<file path="src/rtl/crop_downsample_frame.sv">
// Crops a raster pixel stream to an NX x NY sample grid, either by point sampling
// or by 2^AVG_LOG2 box averaging, and captures exactly one frame per arm request.
module crop_downsample_frame #(
  parameter int IN_W     = 12,
  parameter int OUT_W    = 8,
  parameter int XW       = 10,
  parameter int X0       = 27,
  parameter int Y0       = 17,
  parameter int SX       = 21,
  parameter int SY       = 16,
  parameter int NX       = 28,
  parameter int NY       = 28,
  parameter int AVG_LOG2 = 1
) (
  input  logic                         iCLK,
  input  logic                         iRST,
  input  logic                         iDVAL,
  input  logic [XW-1:0]                iX,
  input  logic [XW-1:0]                iY,
  input  logic [IN_W-1:0]              iGray,
  input  logic                         iArm,
  input  logic                         iMode,
  input  logic                         iAbort,
  output logic [OUT_W-1:0]             oPxl,
  output logic                         oDVAL,
  output logic [$clog2(NX*NY)-1:0]     oIdx,
  output logic                         oDone,
  output logic                         oBusy
);

  localparam int unsigned IW   = $clog2(NX*NY);
  localparam int unsigned CW   = (NX > 1) ? $clog2(NX) : 1;
  localparam int unsigned RW   = (NY > 1) ? $clog2(NY) : 1;
  localparam int unsigned AW   = IN_W + 2*AVG_LOG2;
  localparam int unsigned BOX  = 1 << AVG_LOG2;
  localparam int unsigned LAST = NX*NY - 1;

  typedef enum logic [1:0] {S_IDLE, S_WAIT_SOF, S_CAPTURE, S_DONE} state_t;

  state_t            r_state, w_next;
  logic              r_mode;
  logic [AW-1:0]     r_acc [NX];
  logic              r_oDVAL;
  logic [OUT_W-1:0]  r_oPxl;
  logic [IW-1:0]     r_oIdx;

  logic              w_xin, w_xlo, w_xhi, w_yin, w_ylo, w_yhi;
  logic [CW-1:0]     w_c;
  logic [RW-1:0]     w_r;
  logic              w_sof, w_start, w_restart, w_proc, w_in_blk, w_emit, w_clear_all;
  logic [IW-1:0]     w_idx;
  logic [AW-1:0]     w_acc_base, w_sum;
  logic [OUT_W-1:0]  w_box_pxl, w_pt_pxl;

  // Constant-bound window comparators replace any run-time division by the stride.
  always_comb begin
    w_xin = 1'b0; w_xlo = 1'b0; w_xhi = 1'b0; w_c = '0;
    for (int unsigned c = 0; c < NX; c++) begin
      if (iX >= XW'(X0 + c*SX) && iX <= XW'(X0 + c*SX + BOX - 1)) begin
        w_xin = 1'b1;
        w_c   = CW'(c);
        w_xlo = (iX == XW'(X0 + c*SX));
        w_xhi = (iX == XW'(X0 + c*SX + BOX - 1));
      end
    end
  end

  always_comb begin
    w_yin = 1'b0; w_ylo = 1'b0; w_yhi = 1'b0; w_r = '0;
    for (int unsigned r = 0; r < NY; r++) begin
      if (iY >= XW'(Y0 + r*SY) && iY <= XW'(Y0 + r*SY + BOX - 1)) begin
        w_yin = 1'b1;
        w_r   = RW'(r);
        w_ylo = (iY == XW'(Y0 + r*SY));
        w_yhi = (iY == XW'(Y0 + r*SY + BOX - 1));
      end
    end
  end

  assign w_sof       = (iX == '0) && (iY == '0);
  assign w_start     = (r_state == S_WAIT_SOF) && iDVAL && w_sof && !iAbort;
  assign w_restart   = (r_state == S_CAPTURE)  && iDVAL && w_sof && !iAbort;
  assign w_proc      = iDVAL && !iAbort && ((r_state == S_CAPTURE) || w_start);
  assign w_in_blk    = w_proc && w_xin && w_yin;
  assign w_emit      = r_mode ? (w_in_blk && w_xhi && w_yhi) : (w_in_blk && w_xlo && w_ylo);
  assign w_clear_all = w_start || w_restart ||
                       (iAbort && ((r_state == S_WAIT_SOF) || (r_state == S_CAPTURE)));
  assign w_idx       = IW'(32'(w_r) * 32'(NX) + 32'(w_c));

  // A frame (re)start pixel sees a cleared accumulator even before the clear lands.
  assign w_acc_base  = (w_start || w_restart) ? '0 : r_acc[w_c];
  assign w_sum       = w_acc_base + AW'(iGray);
  assign w_box_pxl   = OUT_W'(w_sum >> (2*AVG_LOG2 + IN_W - OUT_W));
  assign w_pt_pxl    = OUT_W'(iGray >> (IN_W - OUT_W));

  always_comb begin
    w_next = r_state;
    case (r_state)
      S_IDLE:     if (iArm) w_next = S_WAIT_SOF;
      S_WAIT_SOF: if (iAbort) w_next = S_IDLE;
                  else if (w_start) w_next = S_CAPTURE;
      S_CAPTURE:  if (iAbort) w_next = S_IDLE;
                  else if (r_oDVAL && r_oIdx == IW'(LAST)) w_next = S_DONE;
      S_DONE:     w_next = S_IDLE;
      default:    w_next = S_IDLE;
    endcase
  end

  always_ff @(posedge iCLK or negedge iRST) begin
    if (!iRST) begin
      r_state <= S_IDLE;
      r_mode  <= 1'b0;
    end else begin
      r_state <= w_next;
      if (r_state == S_IDLE && iArm) r_mode <= iMode;
    end
  end

  always_ff @(posedge iCLK or negedge iRST) begin
    if (!iRST) begin
      for (int unsigned c = 0; c < NX; c++) r_acc[c] <= '0;
    end else begin
      for (int unsigned c = 0; c < NX; c++) begin
        if (r_mode && w_in_blk && w_c == CW'(c)) r_acc[c] <= w_emit ? '0 : w_sum;
        else if (w_clear_all)                    r_acc[c] <= '0;
      end
    end
  end

  always_ff @(posedge iCLK or negedge iRST) begin
    if (!iRST) begin
      r_oDVAL <= 1'b0;
      r_oPxl  <= '0;
      r_oIdx  <= '0;
    end else begin
      r_oDVAL <= w_emit;
      if (w_emit) begin
        r_oPxl <= r_mode ? w_box_pxl : w_pt_pxl;
        r_oIdx <= w_idx;
      end else if (r_state == S_IDLE) begin
        r_oIdx <= '0;
      end
    end
  end

  assign oDVAL = r_oDVAL;
  assign oPxl  = r_oPxl;
  assign oIdx  = r_oIdx;
  assign oDone = (r_state == S_DONE);
  assign oBusy = (r_state == S_WAIT_SOF) || (r_state == S_CAPTURE);

endmodule

</file>
<file path="config.mk">
export PLATFORM = sky130hd
export DESIGN_NAME = crop_downsample_frame
export DESIGN_NICKNAME = d
export VERILOG_FILES = /design/src/rtl/crop_downsample_frame.sv
export SDC_FILE = /design/constraint.sdc
export NUM_CORES = 1
export LEC_CHECK = 0
export ABC_CLOCK_PERIOD_IN_PS = 4900
export CAP_MARGIN = 30
export CORE_MARGIN = 2
export CORE_UTILIZATION = 63
export CTS_CLUSTER_SIZE = 40
export DETAILED_ROUTE_END_ITERATION = 10
export PLACE_DENSITY = 0.81
export SLEW_MARGIN = 25
export SYNTH_ARGS = -nofsm -noshare
export SYNTH_HDL_FRONTEND = slang
export SYNTH_SLANG_ARGS = --single-unit
export TNS_END_PERCENT = 30
</file>
<file path="constraint.sdc">
create_clock -name iCLK -period 4.9 [get_ports iCLK]
set_clock_uncertainty 0.2 [all_clocks]
set_input_delay 0.98 -clock iCLK [delete_from_list [all_inputs] [get_ports iCLK]]
set_output_delay 0.98 -clock iCLK [all_outputs]
set_load 0.02 [all_outputs]
</file>
==> impl_metrics.toml, run 1 <==
[clock_tree]
cts_buffers = 42
cts_num_sinks = 414
cts_max_level = 2
root_buffer = "clkbuf_16"
postCtsHoldBufs = 0
clock_path_buffers = 3

[grt]
grt_max_degree = 124
antenna_found_initial = 17

[synthesis]
synth-edff-count = 0
syn_nets = 2972
ys_ff_latch = 414
syn_inst = 2900
ys_seq_area_frac = 0.434
synthArstFlopShare = 1.00
yosysWarnings = 0
synth_flop_cell = "dfrtp_1"
syn_area_per_cell_um2 = 8.22
synth_area_mm2 = 0.0238
ys_types = 92

[floorplan]
fp-row-count = 71
fp.dieW_um = 199
ioPinCount = 59
start_util = 0.636
die_h_um = 199

[run_status]
lastStage = "5_1_grt"
toolErrorMsg = "[ERROR GRT-0229] Vertical edge usage exceeds the maximum allowed. (19, 16) usage=65535 limit=2200"
status = "did not finish"

[placed_design]
pre_cts_ws_ns = -2.51
dp_hpwl_um = 61000
gp_congestion = 1.07
portBuffers = 58

[sta]
worst-ep-kind = "sequential cell input"
worst_endpoint = "r_acc[291]$_DFFE_PN0P_/D"
[what timing repair did]
action / CTS
endpoints found under the setup margin: 406
gates cloned: 11
setup buffers: 63
pin swaps: 80
gates resized for setup: 296
[through the flow]
stage                     hold WS [ns]  utilization  instance area [um2]  setup TNS, ns  instances
after floorplan                  0.262            -                24200        -232.54       2900
after global placement           0.278        0.757                28400        -722.60       3681
after detailed placement         0.287        0.757                28400        -772.21       3681
after CTS                        0.220        0.841                31500        -221.13       3821
[kinds of logic after synthesis]
family / count (synthesis) / share of synthesized area
AND/OR/NAND/NOR: 1377 / 0.286
AO/OA/AOI/OAI: 717 / 0.180
flip-flops: 414 / 0.434
buffers and inverters: 309 / 0.0603
adder cells (fa/ha/maj): 34 / 0.0200
multiplexers: 26 / 0.0110
XOR/XNOR: 23 / 0.00845
[synthesized netlist by cell type (13+ instances only)]
master	n	area, um2
nand3_1	620	3100
nand2_1	436	1640
dfrtp_1	414	10400
o21ai_0	378	1890
clkbuf_1	116	435
buf_2	95	475
a21oi_1	92	460
nor2_1	82	308
a311oi_1	36	315
nor3_1	33	165
o31ai_1	31	233
buf_1	30	113
and3_1	28	175
ha_1	27	338
inv_1	26	97.6
a31oi_1	25	156
mux2i_1	24	240
nand4_1	21	131
o21ai_1	21	105
xnor2_1	20	175
nor4_1	18	113
clkbuf_2	16	80.1
nor2b_1	15	93.8
o22ai_1	14	87.6
buf_4	13	97.6
==> inputs of run 2 (changes only) <==
--- a/config.mk
+++ b/config.mk
@@ -8,10 +8,9 @@
 export ABC_CLOCK_PERIOD_IN_PS = 4900
 export CAP_MARGIN = 30
 export CORE_MARGIN = 2
-export CORE_UTILIZATION = 63
-export CTS_CLUSTER_SIZE = 40
+export CORE_UTILIZATION = 40
 export DETAILED_ROUTE_END_ITERATION = 10
-export PLACE_DENSITY = 0.81
+export PLACE_DENSITY_LB_ADDON = 0.15
 export SLEW_MARGIN = 25
 export SYNTH_ARGS = -nofsm -noshare
 export SYNTH_HDL_FRONTEND = slang
==> run 2 against run 1 <==
The flow now finishes, with violations (negative setup slack). Synthesized cell count unchanged. Area after synthesis is the same.
==> impl_metrics.toml, run 2 <==
[run_status]
status = "complete, but fails checks"
violations = "negative setup slack"

[setup_path]
cp_max_fo = 7
r2r_end = "r_acc[223]"
required_ns = 5.18
critical_path.slowest_cell = "or4_4"
start_kind = "input pin"
critPathLaunch = "iX[1]"
endpoint_kind = "register"
cp.arrival_ns = 6.32
r2r_cells = 22
max_stage_delay_ns = 0.60
cpMostUsedCell = "buf_6"
rrSetupSlack_ns = 0.59
worstSetupPathType = "in2reg"
endpoint = "r_acc[223]"
reg2reg_from = "r_acc[351]"

[clock_tree]
cts_num_sinks = 414
clk_pin_slew_worst_paths_ns = 0.06
clk_latency_ns = 0.60
postCtsHoldBufs = 0
clock_path_buffers = 3
cts_buffers = 46
cts_tree = "built"
root_buffer = "clkbuf_16"
cts_max_level = 2

[sta]
period_minus_slack_ns = 6.04
hold_ws_ns = 0.198
setup_viol = 351
period_share = 1.23
rsz0062_at_grt = "yes"
hold_violations = 0
max_slew.worst_pin.slew_ns = 0.847
drv_slew = 0
slew_headroom = 0.436
setup_slack_ns = -1.14
tns_ns = -254.34
max_freq_mhz = 166

[detailed_routing]
wl_met1_um = 40700
drt-wirelength-per-cell_um = 23.7
drt_iter0_markers = 2417
vias = 24900
wl_um = 98400
via_per_inst = 6.00
drc = 0
dr.pass1.iters = 5
met3_length_um = 7050
detail-route-antenna-nets = 0
highest_layer = "met5"
met2_length_um = 45600

[synthesis]
syn_area_per_cell_um2 = 8.22
ys_seq_area_frac = 0.434
synth_flop_cell = "dfrtp_1"
synth_top_cells_by_count = "nand3_1 (620), nand2_1 (436), dfrtp_1 (414)"
syn_inst = 2900
synth_area_mm2 = 0.0238
synth_largest_area_cell = "dfrtp_1"
synth.most_common_cell = "nand3_1"
ys_types = 92
synth.area.top_cells = "dfrtp_1 (43%), nand3_1 (13%), o21ai_0 (7.9%)"
syn_nets = 2972
synthArstFlopShare = 1.00
yosysWarnings = 0
ys_ff_latch = 414
yosys.area.top_type_share = 0.434
synth-edff-count = 0

[floorplan]
start_util = 0.404
fp-row-count = 89
die_h_um = 248
ioPinCount = 59
core_area_mm2 = 0.0590
die_area_mm2 = 0.0616
fp.dieW_um = 248

[layout]
drive_above_1_share = 0.296
largest_register_ffs = 392
layout_commonest_cell = "nand3_1"
final_cell_mix = "nand3_1 (613), buf_4 (494), nand2_1 (428), dfrtp_1 (414), o21ai_1 (195)"
syn_to_final_growth_pct = 38.8
fin_nets = 3409
stdcell_area_mm2 = 0.0331
regMostFlops = "r_acc"

[power_and_ir_drop]
switching_share = 0.353
p_per_area_mw_per_mm2 = 314
clkPwrFrac = 0.343
switchingPower_mw = 3.67
p_seq_frac = 0.330
irDropWorstVdd_uv = 338
combPwrFrac = 0.326
internal_power_mw = 6.74
p_leak_nw = 14.3

[grt]
globalRouteOverflowTotal = 0
antenna_found_initial = 5
gr-usage-all-layers = 0.319
grt_pass1_wl_um = 151000
grt_max_degree = 97
grt_pass1_vias = 24400

[placed_design]
portBuffers = 58
dp_hpwl_um = 65700
gp_congestion = 0.967
placed_cell_area_mm2 = 0.0291

[hold_path]
hold_path_class = "in2async"

[flow_run]
maxCapViolCount = 0
-- run 2: cell counts after synthesis --
No cell type changed its count.
-- run 2: worst max-delay path: cells and delay by family --
kind | cells | cell delay (ns)
XOR/XNOR | 2 | 0.30
buffers and inverters | 9 | 1.32
AND/OR/NAND/NOR | 7 | 1.47
adder cells (fa/ha/maj) | 1 | 0.18
AO/OA/AOI/OAI | 11 | 2.05
-- run 2: worst min path at each step --
stage                     from          to  cells after the start
floorplan           r_acc[180]  r_acc[180]                      2
global placement    r_acc[180]  r_acc[180]                      2
detailed placement     oPxl[5]     oPxl[5]                      2
CTS                       iRST  r_acc[315]                      1
global route              iRST  r_acc[315]                      1
finish                    iRST  r_acc[315]                      1
-- run 2: per-stage QoR --
step	utilization	std cells	setup WS, ns	total power, mW
6_report	0.561	4149	-1.14	10.4
3_3_place_gp	0.492	3978	-2.45	6.26
2_1_floorplan	-	2900	-1.11	4.93
4_1_cts	0.547	4120	-0.963	10.2
3_5_place_dp	0.492	3978	-2.50	6.27
5_1_grt	0.561	4148	-1.31	10.8
-- run 2: power groups by stage --
stage,clock network (mW),logic (mW),registers [mW]
after floorplan,0,1.42,3.50
after global placement,0,2.76,3.50
after detailed placement,0,2.76,3.50
after CTS,3.62,3.11,3.44
after global routing,3.77,3.55,3.44
final,3.57,3.40,3.44
-- run 2: cells by family (layout without fill, tap and decap cells) --
| logic type | Yosys count | in the layout | share of synthesized area |
|---|---|---|---|
| AOI/OAI and AO/OA | 717 | 717 | 0.180 |
| adders and majority gates | 34 | 34 | 0.0200 |
| other | 0 | 4 | 0 |
| xor gates and xnor gates | 23 | 23 | 0.00845 |
| and+or+nand+nor | 1377 | 1378 | 0.286 |
| buffers and inverters | 309 | 780 | 0.0603 |
| DFF | 414 | 414 | 0.434 |
| muxes | 26 | 26 | 0.0110 |
-- run 2: cell type report --
cell class / instances / area (um2)
clock inverter: 12 / 174
tap: 773 / 967
multi-input combinational: 2178 / 13700
fill: 5309 / 25900
timing repair buffer: 670 / 6470
sequential: 414 / 10400
clock buffer: 71 / 1370
antenna: 4 / 10.0
inverter: 27 / 101
-- run 2: what timing repair did --
action | CTS | global route
gates resized for setup | 277 | 271
buffers inserted | 50 | 24
gates cloned | 14 | 4
pin swaps | 67 | 68
endpoints found under the setup margin | 410 | 410
-- run 2: layer usage --
layer / GRT usage / vias to the layer above
met1: 0.426 / 12200
met2: 0.503 / 1027
met3: 0.0527 / 258
met5: 0 / -
met4: 0.156 / 2
li1: - / 11400
(Power assumes the default switching activity.)
==> inputs of run 3 (changes only) <==
--- a/config.mk
+++ b/config.mk
@@ -7,10 +7,13 @@
 export LEC_CHECK = 0
 export ABC_CLOCK_PERIOD_IN_PS = 4900
 export CAP_MARGIN = 30
+export CELL_PAD_IN_SITES_DETAIL_PLACEMENT = 1
+export CELL_PAD_IN_SITES_GLOBAL_PLACEMENT = 2
 export CORE_MARGIN = 2
-export CORE_UTILIZATION = 40
+export CORE_UTILIZATION = 39
 export DETAILED_ROUTE_END_ITERATION = 10
 export PLACE_DENSITY_LB_ADDON = 0.15
+export REMOVE_ABC_BUFFERS = 1
 export SLEW_MARGIN = 25
 export SYNTH_ARGS = -nofsm -noshare
 export SYNTH_HDL_FRONTEND = slang
==> run 3 against run 2 <==
The flow still finishes with violations (negative setup slack). Global-route usage grew 1.8 points. Clock power grew 9.0%. Die area grew 2.5%.
==> impl_metrics.toml, run 3 (synthesized netlist as in run 2, its figures left out) <==
[power_and_ir_drop]
p_per_area_mw_per_mm2 = 317
p_leak_nw = 14.9
design_power_total_mw = 10.9
irDropWorstVdd_uv = 285

[floorplan]
ioPinCount = 59
core_area_mm2 = 0.0604
start_util = 0.395
fp-row-count = 90
fp.dieW_um = 251
die_h_um = 251
die_area_mm2 = 0.0631

[layout]
fin_nets = 3477
drive_above_1_share = 0.319
num_antenna_cells = 0
post-route-util = 0.567
final_cell_mix = "nand3_1 (607), buf_4 (525), nand2_1 (422), dfrtp_1 (414), o21ai_0 (178)"
regMostFlops = "r_acc"
stdcell_area_mm2 = 0.0342
largest_register_ffs = 392
syn_to_final_growth_pct = 43.5
layout_commonest_cell = "nand3_1"

[setup_path]
cpMostUsedCell = "a21oi_2"
critical_path.slowest_cell = "nor4b_4"
start_kind = "input pin"
worstSetupPathType = "in2reg"
endpoint_kind = "register"
cp_max_fo = 7
cp.buffers_inverters = 5
max_stage_delay_ns = 0.42
required_ns = 5.23
cp.arrival_ns = 6.59
cpLargestDelayFamily = "compound AO/OA/AOI/OAI gates"

[sta]
slew_headroom = 0.284
drv_slew = 0
max_freq_mhz = 160
period_minus_slack_ns = 6.25
period_share = 1.28
tns_ns = -443.86
max_slew.worst_pin.slew_ns = 1.07
setup_slack_ns = -1.35
hold_violations = 0
setup_viol = 411
rsz0062_at_grt = "yes"

[detailed_routing]
drc = 0
detail-route-antenna-nets = 0
dr.pass1.iters = 6
vias = 25800
via_per_inst = 6.10
drt-wirelength-per-cell_um = 26.3
wl_um = 111000
drt_iter0_markers = 2007

[placed_design]
gp_congestion = 0.926
portBuffers = 58
placed_cell_area_mm2 = 0.0289
dp_hpwl_um = 71100

[clock_tree]
cts_max_level = 2
cts_num_sinks = 414
clk_pin_slew_worst_paths_ns = 0.06
clk_latency_ns = 0.62
cts_buffers = 49
cts_tree = "built"
clock_path_buffers = 3
root_buffer = "clkbuf_16"

[grt]
grt_max_degree = 152
grt_pass1_vias = 26900
grt_pass1_wl_um = 164000
gr-usage-all-layers = 0.337
globalRouteOverflowTotal = 0
antenna_found_initial = 2

[flow_run]
maxCapViolCount = 0

[run_status]
violations = "negative setup slack"
status = "complete, but fails checks"

[hold_path]
hold_path_class = "in2async"
run 3: cell count changes in the layout (fill, tap and decap cells not counted), moves of 12 or more:
cell / delta
buf_4: +31
o21ai_1: -74
o31ai_4: +15
o31ai_2: -12
buf_6: +25
o21ai_0: +69
run 3: power by group:
group / total, mW / switching, mW / internal, mW
Clock: 3.89 / 1.58 / 2.31
Sequential: 3.47 / 0.0401 / 3.43
Combinational: 3.51 / 2.21 / 1.30
Total: 10.9 / 3.83 / 7.03
run 3: worst paths after layout:
kind,slack [ns],end,cells after the start,startpoint
setup reg to reg,0.48,r_acc[68],23,r_acc[379]
setup / recovery,-1.35,r_acc[68],30,iX[2]
hold / removal,0.25,r_acc[36],1,iRST
hold reg to reg,0.29,oPxl[2],2,oPxl[2]
max in group asynchronous,3.06,r_acc[378],2,iRST
min in group iCLK,0.29,oPxl[2],2,oPxl[2]
run 3: worst reg2reg max path, delay by kind of cell (launching register included):
| kind | cells | cell delay, ns |
|---|---|---|
| buffers and inverters | 3 | 0.50 |
| AOI/OAI and AO/OA | 12 | 2.12 |
| adders and majority gates | 1 | 0.20 |
| xor gates and xnor gates | 1 | 0.15 |
| and+or+nand+nor | 6 | 0.80 |
| DFF | 1 | 0.36 |
run 3: cell type report:
type,count,area [um2]
fillers,6810,26100
multi-input cells,2179,13900
flip-flops and latches,414,10400
repair buffers,734,7130
clock buffers,74,1480
well taps,782,978
clock inverters,16,238
inverters,27,108
run 3: what timing repair did:
action                                  4_1_cts  5_1_grt
gates cloned                                 12        5
pin swaps                                    86      170
endpoints found under the setup margin      406      411
resized for setup                           346      388
buffers inserted                             90       45
hold buffers                                  0        0
hold endpoints to repair                      0        0
run 3: per-stage QoR:
| step | worst slack (ns) | instances | hold slack [ns] |
|---|---|---|---|
| CTS | -1.11 | 4189 | 0.292 |
| detailed placement | -2.95 | 3999 | 0.279 |
| global route | -1.48 | 4226 | 0.319 |
| floorplan | -11.65 | 2618 | 0.262 |
| finish | -1.35 | 4226 | 0.250 |
| global placement | -2.79 | 3999 | 0.267 |
run 3: layer usage:
metal / up-vias / part of all wire / track usage
met3: 308 / 0.050 / 0.0408
met4: 0 / 0.057 / 0.165
met5: - / 0 / 0
li1: 11500 / - / -
met2: 850 / 0.49 / 0.575
met1: 13100 / 0.40 / 0.424
